## src/rtl/carsel_subtractor_pipe.sv

```systemverilog
// Two-stage carry-select subtractor d = a - b - bin, valid/ready stream on both sides (optional signed overflow: CARSEL_SUB_OVF_EN).
// Latency 2 cycles; holds up to 2 results, in_ready drops only when both stages are full and out_ready is low.
module carsel_subtractor_pipe #(
    parameter int WIDTH = 16,
    parameter int BLOCK = 4
) (
    input  logic             clk,
    input  logic             rst,
    input  logic             in_valid,
    output logic             in_ready,
    input  logic [WIDTH-1:0] a,
    input  logic [WIDTH-1:0] b,
    input  logic             bin,
    output logic             out_valid,
    input  logic             out_ready,
    output logic [WIDTH-1:0] d,
    output logic             bo
`ifdef CARSEL_SUB_OVF_EN
    ,
    output logic             ovf
`endif
);

    localparam int HALF = WIDTH / 2;
    localparam int NBLK = HALF / BLOCK;

    // Ripple of block carries; each block precomputes both carry-in cases and the
    // incoming carry only drives the select mux.
    function automatic logic [HALF:0] cs_add(input logic [HALF-1:0] x,
                                             input logic [HALF-1:0] y,
                                             input logic            cin);
        logic [HALF-1:0] sum;
        logic            c;
        logic [BLOCK:0]  r0;
        logic [BLOCK:0]  r1;
        sum = '0;
        c   = cin;
        for (int i = 0; i < NBLK; i++) begin
            r0 = {1'b0, x[i*BLOCK +: BLOCK]} + {1'b0, y[i*BLOCK +: BLOCK]};
            r1 = {1'b0, x[i*BLOCK +: BLOCK]} + {1'b0, y[i*BLOCK +: BLOCK]} + (BLOCK+1)'(1);
            sum[i*BLOCK +: BLOCK] = c ? r1[BLOCK-1:0] : r0[BLOCK-1:0];
            c = c ? r1[BLOCK] : r0[BLOCK];
        end
        return {c, sum};
    endfunction

    logic            s1_vld_q, s1_vld_d;
    logic [HALF-1:0] s1_lo_q, s1_lo_d;
    logic            s1_cmid_q, s1_cmid_d;
    logic [HALF-1:0] s1_ahi_q, s1_ahi_d;
    logic [HALF-1:0] s1_nbhi_q, s1_nbhi_d;

    logic             s2_vld_q, s2_vld_d;
    logic [WIDTH-1:0] s2_dif_q, s2_dif_d;
    logic             s2_bo_q, s2_bo_d;
`ifdef CARSEL_SUB_OVF_EN
    logic             s2_ovf_q, s2_ovf_d;
`endif

    logic            s2_adv;
    logic            s1_adv;
    logic            s1_load;
    logic            s2_load;
    logic [HALF:0]   lo_res;
    logic [HALF:0]   hi0_res;
    logic [HALF:0]   hi1_res;
    logic [HALF:0]   hi_sel;

    always_comb begin
        s2_adv  = !s2_vld_q || out_ready;
        s1_adv  = !s1_vld_q || s2_adv;
        s1_load = in_valid && s1_adv;
        s2_load = s1_vld_q && s2_adv;
    end

    assign in_ready  = s1_adv;
    assign out_valid = s2_vld_q;
    assign d         = s2_dif_q;
    assign bo        = s2_bo_q;
`ifdef CARSEL_SUB_OVF_EN
    assign ovf       = s2_ovf_q;
`endif

    // Subtraction as a + ~b + ~bin; the carry out of the low half is c_mid.
    always_comb begin
        lo_res    = cs_add(a[HALF-1:0], ~b[HALF-1:0], ~bin);
        s1_vld_d  = s1_vld_q;
        s1_lo_d   = s1_lo_q;
        s1_cmid_d = s1_cmid_q;
        s1_ahi_d  = s1_ahi_q;
        s1_nbhi_d = s1_nbhi_q;
        if (s1_adv) begin
            s1_vld_d = in_valid;
        end
        if (s1_load) begin
            s1_lo_d   = lo_res[HALF-1:0];
            s1_cmid_d = lo_res[HALF];
            s1_ahi_d  = a[WIDTH-1:HALF];
            s1_nbhi_d = ~b[WIDTH-1:HALF];
        end
    end

    always_comb begin
        hi0_res  = cs_add(s1_ahi_q, s1_nbhi_q, 1'b0);
        hi1_res  = cs_add(s1_ahi_q, s1_nbhi_q, 1'b1);
        hi_sel   = s1_cmid_q ? hi1_res : hi0_res;
        s2_vld_d = s2_vld_q;
        s2_dif_d = s2_dif_q;
        s2_bo_d  = s2_bo_q;
`ifdef CARSEL_SUB_OVF_EN
        s2_ovf_d = s2_ovf_q;
`endif
        if (s2_adv) begin
            s2_vld_d = s1_vld_q;
        end
        if (s2_load) begin
            s2_dif_d = {hi_sel[HALF-1:0], s1_lo_q};
            s2_bo_d  = ~hi_sel[HALF];
`ifdef CARSEL_SUB_OVF_EN
            // Sign of b is recovered from the stored inverted upper half.
            s2_ovf_d = (s1_ahi_q[HALF-1] != ~s1_nbhi_q[HALF-1]) &&
                       (hi_sel[HALF-1] != s1_ahi_q[HALF-1]);
`endif
        end
    end

    always_ff @(posedge clk) begin
        if (rst) begin
            s1_vld_q  <= 1'b0;
            s1_lo_q   <= '0;
            s1_cmid_q <= 1'b0;
            s1_ahi_q  <= '0;
            s1_nbhi_q <= '0;
            s2_vld_q  <= 1'b0;
            s2_dif_q  <= '0;
            s2_bo_q   <= 1'b0;
`ifdef CARSEL_SUB_OVF_EN
            s2_ovf_q  <= 1'b0;
`endif
        end else begin
            s1_vld_q  <= s1_vld_d;
            s1_lo_q   <= s1_lo_d;
            s1_cmid_q <= s1_cmid_d;
            s1_ahi_q  <= s1_ahi_d;
            s1_nbhi_q <= s1_nbhi_d;
            s2_vld_q  <= s2_vld_d;
            s2_dif_q  <= s2_dif_d;
            s2_bo_q   <= s2_bo_d;
`ifdef CARSEL_SUB_OVF_EN
            s2_ovf_q  <= s2_ovf_d;
`endif
        end
    end

endmodule
```

## config.mk

```make
export PLATFORM = sky130hd
export DESIGN_NAME = carsel_subtractor_pipe
export DESIGN_NICKNAME = d
export VERILOG_FILES = /design/src/rtl/carsel_subtractor_pipe.sv
export SDC_FILE = /design/constraint.sdc
export NUM_CORES = 1
export LEC_CHECK = 0
export BUFFER_PORTS_ARGS = -buffer_cell sky130_fd_sc_hd__buf_2
export CAP_MARGIN = 10
export CORE_MARGIN = 2
export CORE_UTILIZATION = 60
export CTS_BUF_LIST = sky130_fd_sc_hd__clkbuf_8
export DETAILED_ROUTE_END_ITERATION = 10
export PLACE_DENSITY = 0.89
export SLEW_MARGIN = 20
export SYNTH_ARGS = -nofsm -noshare
export SYNTH_HDL_FRONTEND = slang
export SYNTH_SLANG_ARGS = --single-unit
```

## constraint.sdc

```tcl
create_clock -name clk -period 8.3 [get_ports clk]
set_clock_uncertainty 0.15 [all_clocks]
set_input_delay 0.415 -clock clk [delete_from_list [all_inputs] [get_ports clk]]
set_output_delay 0.415 -clock clk [all_outputs]
set_load 0.03 [all_outputs]
```

==> flow_summary.json, run 1 <==
{
  "outcome": "finished, final reports clean",
  "cts_resized": 0,
  "hp-class": "input port to flip-flop",
  "grt_pass1_wl_mm": 7.98,
  "wirelength_mm": 4.99,
  "seqPwrFrac_pct": 45.6,
  "antenna_cells": 0,
  "rsz0062_at_grt": "false",
  "dp_hpwl_mm": 3.73,
  "p_switching_mw": 0.151,
  "critPathRequiredTime_ns": 8.35,
  "dp.cells": 380,
  "syn_nets": 349,
  "cpMostUsedCell": "ha_1",
  "routedWlPerCell_um": 12.8,
  "fmax_mhz": 343,
  "arrival_ns": 2.97,
  "period_needed_ns": 2.91,
  "stdcell_count": 388,
  "layout-drive-gt1-share_pct": 22.2,
  "worstSetupPathType": "flip-flop to flip-flop",
  "async_flop_share_pct": 0,
  "setup_violations": 0,
  "gp_congestion": 0.815,
  "cp_max_fo": 8,
  "start_util_pct": 62.1,
  "hold_buffers": 0,
  "die_h_um": 68.1,
  "p_leak_nw": 1.34,
  "synth_warnings": 0,
  "post-cts-setup-buffers": 0,
  "worst_pin_slew_ns": 1.03,
  "synth_ff_type": "dfxtp_1",
  "final_cell_mix": "55 x buf_2, 44 x nand2_1, 44 x dfxtp_1",
  "ant_nets": 0,
  "synth-edff-count": 0,
  "std_cell_rows": 23,
  "ys_seq_elements": 44,
  "syn_area_per_cell_um2": 8.56,
  "cp_cell_sequence": "ha_1 > fa_1 > ha_1 > nand2_1 > nor4b_4 > xor2_2 > or4_1 > a311oi_2",
  "tns_ns": 0,
  "cts_made_buffers": 5,
  "grt_pass1_vias": 1895,
  "pre_cts_slack_ns": 5.26,
  "grt_overflow_total": 0,
  "die-area_um2": 4640,
  "p_clk_share_pct": 30.8,
  "vias": 2112,
  "antenna_found_initial": 0,
  "clock_latency_ns": 0.30,
  "final_util_pct": 72.2,
  "power.density_nw_per_um2": 180,
  "seq_area_frac_synth_pct": 35.7,
  "core-area_um2": 3970,
  "cp_top_family": "simple AND/OR/NAND/NOR gates",
  "clkTransAtPathRegs_ns": 0.07,
  "fp.dieW_um": 68.1,
  "hold_viol": 0,
  "drt-initial-drc-count": 90,
  "drv_slew": 0,
  "place_area_um2": 2760,
  "critPathCaptureType": "flip-flop",
  "cts.path.max_buffers": 2,
  "cts_root_buf": "clkbuf_8",
  "ios": 56,
  "htreeDepth": 2,
  "ys_types": 40,
  "slowest_delay_ns": 0.59,
  "ir_drop_mv": 0.0777,
  "critPathLaunchType": "flip-flop",
  "cts.sinks": 44,
  "p_sw_share_pct": 29.3,
  "cp_num_buf_inv": 0,
  "period_share_pct": 35.1,
  "grt_use_total_pct": 23.3,
  "relSlewSlack_pct": 31.1,
  "areaGrowthSynthToFinish_pct": 16.3,
  "firstDrtPassIters": 4,
  "viasPerCell": 5.44,
  "io_buffer_count": 55,
  "finalInstanceArea_um2": 2870,
  "pwr-share-comb_pct": 23.6,
  "internal-power_mw": 0.365,
  "worst_slack_ns": 5.39,
  "tritoncts": "done",
  "layout_commonest_cell": "buf_2",
  "grt_max_degree": 48,
  "nNetsFinal": 398,
  "crit_path_top_delay_cell": "or4_1",
  "syn_inst": 288,
  "maxCapViolCount": 0,
  "syn_area_um2": 2470,
  "drc": 0
}
==> routing by layer <==
metal	track usage, %	share of wire (%)	routed length (um)
met5	0	0	0
met4	8.75	1.8	91
met3	7.24	5.0	250
met2	41.4	50	2490
met1	25.8	43	2150
==> stage by stage <==
stage	power, mW	hold WS (ns)
floorplan	0.329	0.282
global placement	0.355	0.287
detailed placement	0.361	0.298
CTS	0.518	0.132
global route	0.544	0.124
finish	0.516	0.141
==> worst paths after layout <==
check | start | end | slack [ns] | cells after the start
setup reg to reg | s1_ahi_q[0] | d[15] | 5.39 | 8
hold reg to reg | d[2] | d[2] | 0.31 | 2
hold / removal | b[8] | s1_nbhi_q[0] | 0.14 | 2
setup / recovery | s1_ahi_q[0] | d[15] | 5.39 | 8
==> flip-flops by register name, indices dropped and copies added (netlist names) <==
signal and flops:
bo 1, d 16, out_valid 1, s1_ahi_q 8
s1_cmid_q 1, s1_lo_q 8, s1_nbhi_q 8, s1_vld_q 1
==> logic make-up after synthesis <==
group	Yosys count	synth area share, %
xor+xnor	18	7.00
compound gates	61	17.0
simple gates	102	19.9
fa+ha+maj	24	13.4
mux	4	1.62
buf+inv	35	5.33
flops	44	35.7
==> worst register-to-register path, delay by kind of cell, from the launching register on <==
family / cells / cell delay, ns
AO/OA/AOI/OAI: 1 / 0.26
XOR/XNOR: 1 / 0.19
adder cells (fa/ha/maj): 3 / 0.93
flip-flops: 1 / 0.32
AND/OR/NAND/NOR: 3 / 0.98
==> power by group through the flow <==
stage                     clock network, mW  registers, mW  logic [mW]
after detailed placement                  0          0.240       0.121
after global routing                  0.171          0.237       0.136
final                                 0.159          0.236       0.122
after global placement                    0          0.240       0.116
after floorplan                           0          0.248      0.0806
after CTS                             0.161          0.235       0.122
==> cell type report <==
type | instances | area [um2]
repair buffers | 56 | 283
well taps | 50 | 62.6
fillers | 309 | 1100
multi-input cells | 209 | 1460
clock inverters | 3 | 38.8
clock buffers | 5 | 68.8
flip-flops and latches | 44 | 881
inverters | 21 | 78.8
==> cells in the mapped netlist, drive strengths merged (2+ instances only) <==
library cell   n  area (um2)
dfxtp         44         881
nand2         44         165
nor2          28         105
a21oi         26         134
inv           21        78.8
ha            20         250
a211oi        17         133
clkbuf        13        48.8
xnor2         10        95.1
xor2           8        77.6
a21o           6        46.3
nand3          6        35.0
nor2b          5        31.3
a311oi         4        47.6
fa             4        80.1
mux2i          4        40.0
nand2b         3        18.8
nor3b          3        22.5
o21ai          3        15.0
or4            3        22.5
nand3b         2        15.0
nor4           2        12.5
o31ai          2        15.0
Power figures use the tool's default switching activity.
==> inputs of run 2 (changes only) <==
--- a/config.mk
+++ b/config.mk
@@ -8,10 +8,10 @@
 export BUFFER_PORTS_ARGS = -buffer_cell sky130_fd_sc_hd__buf_2
 export CAP_MARGIN = 10
 export CORE_MARGIN = 2
-export CORE_UTILIZATION = 60
+export CORE_UTILIZATION = 56
 export CTS_BUF_LIST = sky130_fd_sc_hd__clkbuf_8
 export DETAILED_ROUTE_END_ITERATION = 10
-export PLACE_DENSITY = 0.89
+export PLACE_DENSITY = 0.84
 export SLEW_MARGIN = 20
 export SYNTH_ARGS = -nofsm -noshare
 export SYNTH_HDL_FRONTEND = slang
==> constraint.sdc (replaced) <==
create_clock -name clk -period 2.9 [get_ports clk]
set_clock_uncertainty 0.15 [all_clocks]
set_input_delay 0.145 -clock clk [delete_from_list [all_inputs] [get_ports clk]]
set_output_delay 0.145 -clock clk [all_outputs]
set_load 0.03 [all_outputs]
==> run 2 against run 1 <==
- critical endpoint unchanged
- clock power grew 150%
- sequential cell count did not move
- first-iteration DRC count down 17%
==> flow_summary.json, run 2 (same netlist as run 1, synthesis figures left out) <==
{
  "ir_drop_mv": 0.255,
  "period_needed_ns": 2.80,
  "layout_commonest_cell": "buf_2",
  "ant_nets": 0,
  "clock_latency_ns": 0.30,
  "dp_hpwl_mm": 3.75,
  "tritoncts": "done",
  "critPathCaptureType": "flip-flop",
  "fmax_mhz": 357,
  "path_depth": 8,
  "viasPerCell": 5.34,
  "critPathLaunchType": "flip-flop",
  "core-area_um2": 4290,
  "p_clk_share_pct": 27.2,
  "grt_use_total_pct": 22.9,
  "layout-drive-gt1-share_pct": 22.1,
  "grt_pass1_vias": 2024,
  "r2r_slack_ns": 0.10,
  "whs_ns": 0.0466,
  "cts_made_buffers": 5,
  "cpMostUsedCell": "ha_2",
  "gp_congestion": 0.835,
  "start_util_pct": 57.4,
  "cts.sinks": 44,
  "grt_pass1_wl_mm": 8.98,
  "nNetsFinal": 417,
  "cts.path.max_buffers": 2,
  "worst_pin_slew_ns": 0.830,
  "wirelength_mm": 5.36,
  "p_sw_share_pct": 30.6,
  "crit_path_top_delay_cell": "fa_1",
  "worstSetupPathType": "flip-flop to flip-flop",
  "vias": 2183,
  "hold-path-cell-count": 4,
  "min_to": "out_valid",
  "hp-class": "input port to flip-flop",
  "internal-power_mw": 0.998,
  "ios": 56,
  "worstReg2RegStart": "s1_ahi_q[0]",
  "fillers": 345,
  "drc": 0,
  "cp_top_family": "adder cells",
  "cp_cell_sequence": "ha_2 > fa_1 > ha_2 > nand2_2 > nor4b_4 > xor2_2 > or4_1 > a311oi_2",
  "grt_overflow_total": 0,
  "std_cell_rows": 24,
  "arrival_ns": 2.86,
  "multi_input_area_um2": 1460,
  "pwr-share-comb_pct": 25.9,
  "p_leak_nw": 1.41,
  "r2r_end": "d[15]",
  "htreeDepth": 2,
  "die-area_um2": 4950,
  "firstDrtPassIters": 4,
  "outcome": "finished, final reports clean",
  "slowest_delay_ns": 0.56,
  "power.density_nw_per_um2": 472,
  "ff_latch_area_um2": 881,
  "antenna_cells": 0,
  "critPathRequiredTime_ns": 2.96,
  "areaGrowthSynthToFinish_pct": 23.5,
  "cts_root_buf": "clkbuf_8",
  "cp_max_fo": 3,
  "setup_violations": 0,
  "worst_slack_ns": 0.103,
  "period_share_pct": 96.5,
  "routedWlPerCell_um": 13.1,
  "clkTransAtPathRegs_ns": 0.08,
  "hold_path_startpoint": "out_ready",
  "final_cell_mix": "55 x buf_2, 44 x dfxtp_1, 43 x nand2_1",
  "hold_viol": 0,
  "final_util_pct": 70.9,
  "die_h_um": 70.4,
  "maxCapViolCount": 0,
  "cp_num_buf_inv": 0,
  "largest_register_ffs": 16,
  "drv_slew": 0,
  "rsz0062_at_grt": "false",
  "antenna_found_initial": 0,
  "p_switching_mw": 0.440,
  "drt-initial-drc-count": 75,
  "fp.dieW_um": 70.4,
  "r2r_cells": 8,
  "io_buffer_count": 55,
  "relSlewSlack_pct": 44.6,
  "seqPwrFrac_pct": 46.9,
  "grt_max_degree": 48,
  "pre_cts_slack_ns": -0.0212,
  "dp.cells": 384,
  "stdcell_count": 409
}
run 2: changes by cell type in the layout (fill, tap and decap cells not counted):
cell           delta
bufinv_16         -1
nand2_2           +1
nand2_1           -1
inv_1             +1
dlygate4sd3_1    +17
clkinv_2          -1
buf_4             +2
ha_1              -2
clkbuf_8          +1
ha_2              +2
run 2: routing by layer:
layer  up-vias  global-route usage, %  share of wire (%)
li1       1120                      -                  -
met1      1002                   27.7                 43
met2        49                   39.3                 50
met3        12                   4.76                4.4
met4         0                   9.62                2.5
met5         -                      0                  0
run 2: how the worst max path moves through the flow:
stage                startpoint         end  slack (ns)
floorplan           s1_ahi_q[0]          bo        0.18
global placement           b[0]  s1_lo_q[6]        0.20
finish              s1_ahi_q[0]       d[15]        0.10
global route        s1_ahi_q[0]       d[15]       0.007
detailed placement         b[0]  s1_lo_q[6]       -0.02
CTS                 s1_ahi_q[0]       d[15]        0.07
run 2: cell type report:
type	instances	area share, %
Multi-Input combinational cell	209	48.0
Timing Repair Buffer	75	15.4
Clock buffer	6	2.71
Inverter	21	2.59
Clock inverter	2	0.246
Sequential cell	44	28.9
Tap cell	52	2.14
run 2: power by group through the flow:
stage          logic [mW]  registers (mW)  clock network [mW]
2_1_floorplan       0.231           0.711                   0
3_3_place_gp        0.334           0.686                   0
3_5_place_dp        0.349           0.688                   0
4_1_cts             0.369           0.674               0.389
5_1_grt             0.413           0.680               0.415
6_report            0.372           0.675               0.391
run 2: per-stage QoR:
stage          setup TNS, ns  power, mW  instance area [um2]
2_1_floorplan              0      0.942                 2470
3_3_place_gp               0       1.02                 2780
3_5_place_dp         -0.0212       1.04                 2780
4_1_cts                    0       1.43                 3040
5_1_grt                    0       1.51                 3050
6_report                   0       1.44                 3050
run 2: what timing repair did:
| action | CTS | global route |
|---|---|---|
| setup endpoints to repair | 0 | 2 |
| hold buffers | 17 | 0 |
| hold endpoints to repair | 17 | 0 |
| buffers inserted | 0 | 0 |
| gates resized for setup | 0 | 3 |
run 2: worst reg2reg max path, cell delays in order (launching register included):
cell      delay, ns
dfxtp_1        0.33
ha_2           0.21
fa_1           0.56
ha_2           0.19
nand2_2        0.08
nor4b_4        0.33
xor2_2         0.12
or4_1          0.49
a311oi_2       0.28
==> inputs of run 3 (changes only) <==
--- a/config.mk
+++ b/config.mk
@@ -5,13 +5,13 @@
 export SDC_FILE = /design/constraint.sdc
 export NUM_CORES = 1
 export LEC_CHECK = 0
-export BUFFER_PORTS_ARGS = -buffer_cell sky130_fd_sc_hd__buf_2
 export CAP_MARGIN = 10
 export CORE_MARGIN = 2
-export CORE_UTILIZATION = 56
+export CORE_UTILIZATION = 65
 export CTS_BUF_LIST = sky130_fd_sc_hd__clkbuf_8
 export DETAILED_ROUTE_END_ITERATION = 10
-export PLACE_DENSITY = 0.84
+export DONT_BUFFER_PORTS = 1
+export PLACE_DENSITY = 0.83
 export SLEW_MARGIN = 20
 export SYNTH_ARGS = -nofsm -noshare
 export SYNTH_HDL_FRONTEND = slang
==> run 3 against run 2 <==
- the run now ends with hold timing left
- sequential power grew 4.6%
- sequential cell count is the same
- routed wire length shrank 0.60%
- setup slack lost 0.056 ns
- critical path type unchanged
==> flow_summary.json, run 3 (same netlist as run 1, synthesis figures left out) <==
{
  "place_area_um2": 2510,
  "grt_overflow_total": 0,
  "start_util_pct": 67.4,
  "worstReg2RegStart": "s1_ahi_q[0]",
  "cp_max_fo": 5,
  "finalInstanceArea_um2": 2930,
  "tns_ns": 0,
  "nNetsFinal": 370,
  "critPathCaptureType": "flip-flop",
  "antenna_found_initial": 0,
  "firstDrtPassIters": 4,
  "layout-drive-gt1-share_pct": 11.3,
  "cpMostUsedCell": "ha_2",
  "largest_register_ffs": 16,
  "cts.path.max_buffers": 2,
  "final_cell_mix": "43 x nand2_1, 43 x dfxtp_1, 28 x nor2_1",
  "dp_hpwl_mm": 3.41,
  "cts_root_buf": "clkbuf_8",
  "crit_path_top_delay_cell": "fa_1",
  "grt_use_total_pct": 24.9,
  "period_share_pct": 98.4,
  "routedWlPerCell_um": 14.9,
  "hold_viol": 1,
  "die_h_um": 65.6,
  "hold_path_startpoint": "bin",
  "clkTransAtPathRegs_ns": 0.08,
  "io_buffer_count": 0,
  "cts.sinks": 44,
  "p_leak_nw": 1.24,
  "die-area_um2": 4300,
  "worst_pin_slew_ns": 0.783,
  "gp_congestion": 0.829,
  "grt_max_degree": 48,
  "fp.dieW_um": 65.6,
  "ir_drop_mv": 0.325,
  "slowest_delay_ns": 0.56,
  "cts_made_buffers": 5,
  "tritoncts": "done",
  "violations": "hold timing",
  "wirelength_mm": 5.32,
  "setup_violations": 0,
  "cp_cell_sequence": "ha_2 > fa_1 > ha_2 > nand2_2 > nor4b_4 > xor2_2 > or4_4 > a311oi_2",
  "cp_num_buf_inv": 0,
  "final_util_pct": 80.0,
  "antenna_cells": 0,
  "ant_nets": 0,
  "drt-initial-drc-count": 59,
  "grt_pass1_vias": 2010,
  "fillers": 231,
  "grt_pass1_wl_mm": 8.31,
  "relSlewSlack_pct": 47.5,
  "clock_latency_ns": 0.29,
  "core-area_um2": 3660,
  "drc": 0,
  "period_needed_ns": 2.85,
  "areaGrowthSynthToFinish_pct": 18.8,
  "vias": 2086,
  "worstSetupPathType": "flip-flop to flip-flop",
  "whs_ns": -0.000427,
  "power.density_nw_per_um2": 567,
  "viasPerCell": 5.83,
  "critPathLaunchType": "flip-flop",
  "critPathRequiredTime_ns": 2.96,
  "fmax_mhz": 350,
  "ios": 56,
  "hp-class": "input port to flip-flop",
  "maxCapViolCount": 0,
  "std_cell_rows": 22,
  "htreeDepth": 2,
  "drv_slew": 0,
  "outcome": "finished with violations",
  "cp_top_family": "adder cells",
  "arrival_ns": 2.91,
  "startpoint": "s1_ahi_q[0]",
  "total_power_mw": 1.66
}
==> run 3: cell count changes in the layout (fill, tap and decap cells not counted), moves of 2 or more <==
cell | previous run | this run
dlygate4sd3_1 | 17 | 21
bufinv_16 | 0 | 3
buf_2 | 55 | 0
or4_4 | 0 | 2
buf_4 | 3 | 6
inv_1 | 23 | 21
or4_1 | 3 | 1
==> run 3: final cells by class <==
cell class                      instances  area, um2  area share [%]
Tap cell                               48       60.1            2.05
Clock buffer                            5       68.8            2.35
Timing Repair Buffer                   28        275            9.39
Multi-Input combinational cell        209       1480            50.3
Sequential cell                        44        882            30.1
Clock inverter                          3       90.1            3.07
Inverter                               21       78.8            2.69
==> run 3: final timing paths <==
| check | depth (start not counted) | slack (ns) | endpoint |
|---|---|---|---|
| setup / recovery | 8 | 0.05 | d[15] |
| hold reg to reg | 2 | 0.31 | s1_lo_q[0] |
| setup reg to reg | 8 | 0.05 | d[15] |
| hold / removal | 3 | -0.0004 | s1_lo_q[2] |
==> run 3: tightest hold or removal path: stages <==
cell and delay (ns):
nor2b_1 0.05, xnor2_1 0.14, a211oi_1 0.06
==> run 3: routing by layer <==
metal  GRT usage (%)  part of all wire [%]  vias up
met5               0                     0        -
met4            12.5                   2.4        0
met3            4.97                   6.0       13
met2            47.2                    53       63
met1            25.8                    39      987
li1                -                     -     1023
==> run 3: where the power goes <==
group / internal, mW / leakage, nW / switching, mW
registers: 0.648 / 0.363 / 0.0584
logic: 0.146 / 0.801 / 0.167
clock network: 0.431 / 0.0784 / 0.211
==> run 3: per-stage QoR <==
stage	cells	hold WS (ns)	setup WS, ns
2_1_floorplan	288	0.0906	0.180
3_3_place_gp	326	0.0690	0.182
3_5_place_dp	326	0.0718	0.0571
4_1_cts	356	0.00327	0.00118
5_1_grt	358	0.0327	-0.000162
6_report	358	-0.000427	0.0462
==> run 3: timing repair <==
action | CTS | global route
buffers inserted | 0 | 2
gates resized for setup | 0 | 8
setup endpoints to repair | 0 | 3
endpoints found under the hold margin | 44 | 0
hold buffers | 22 | 0
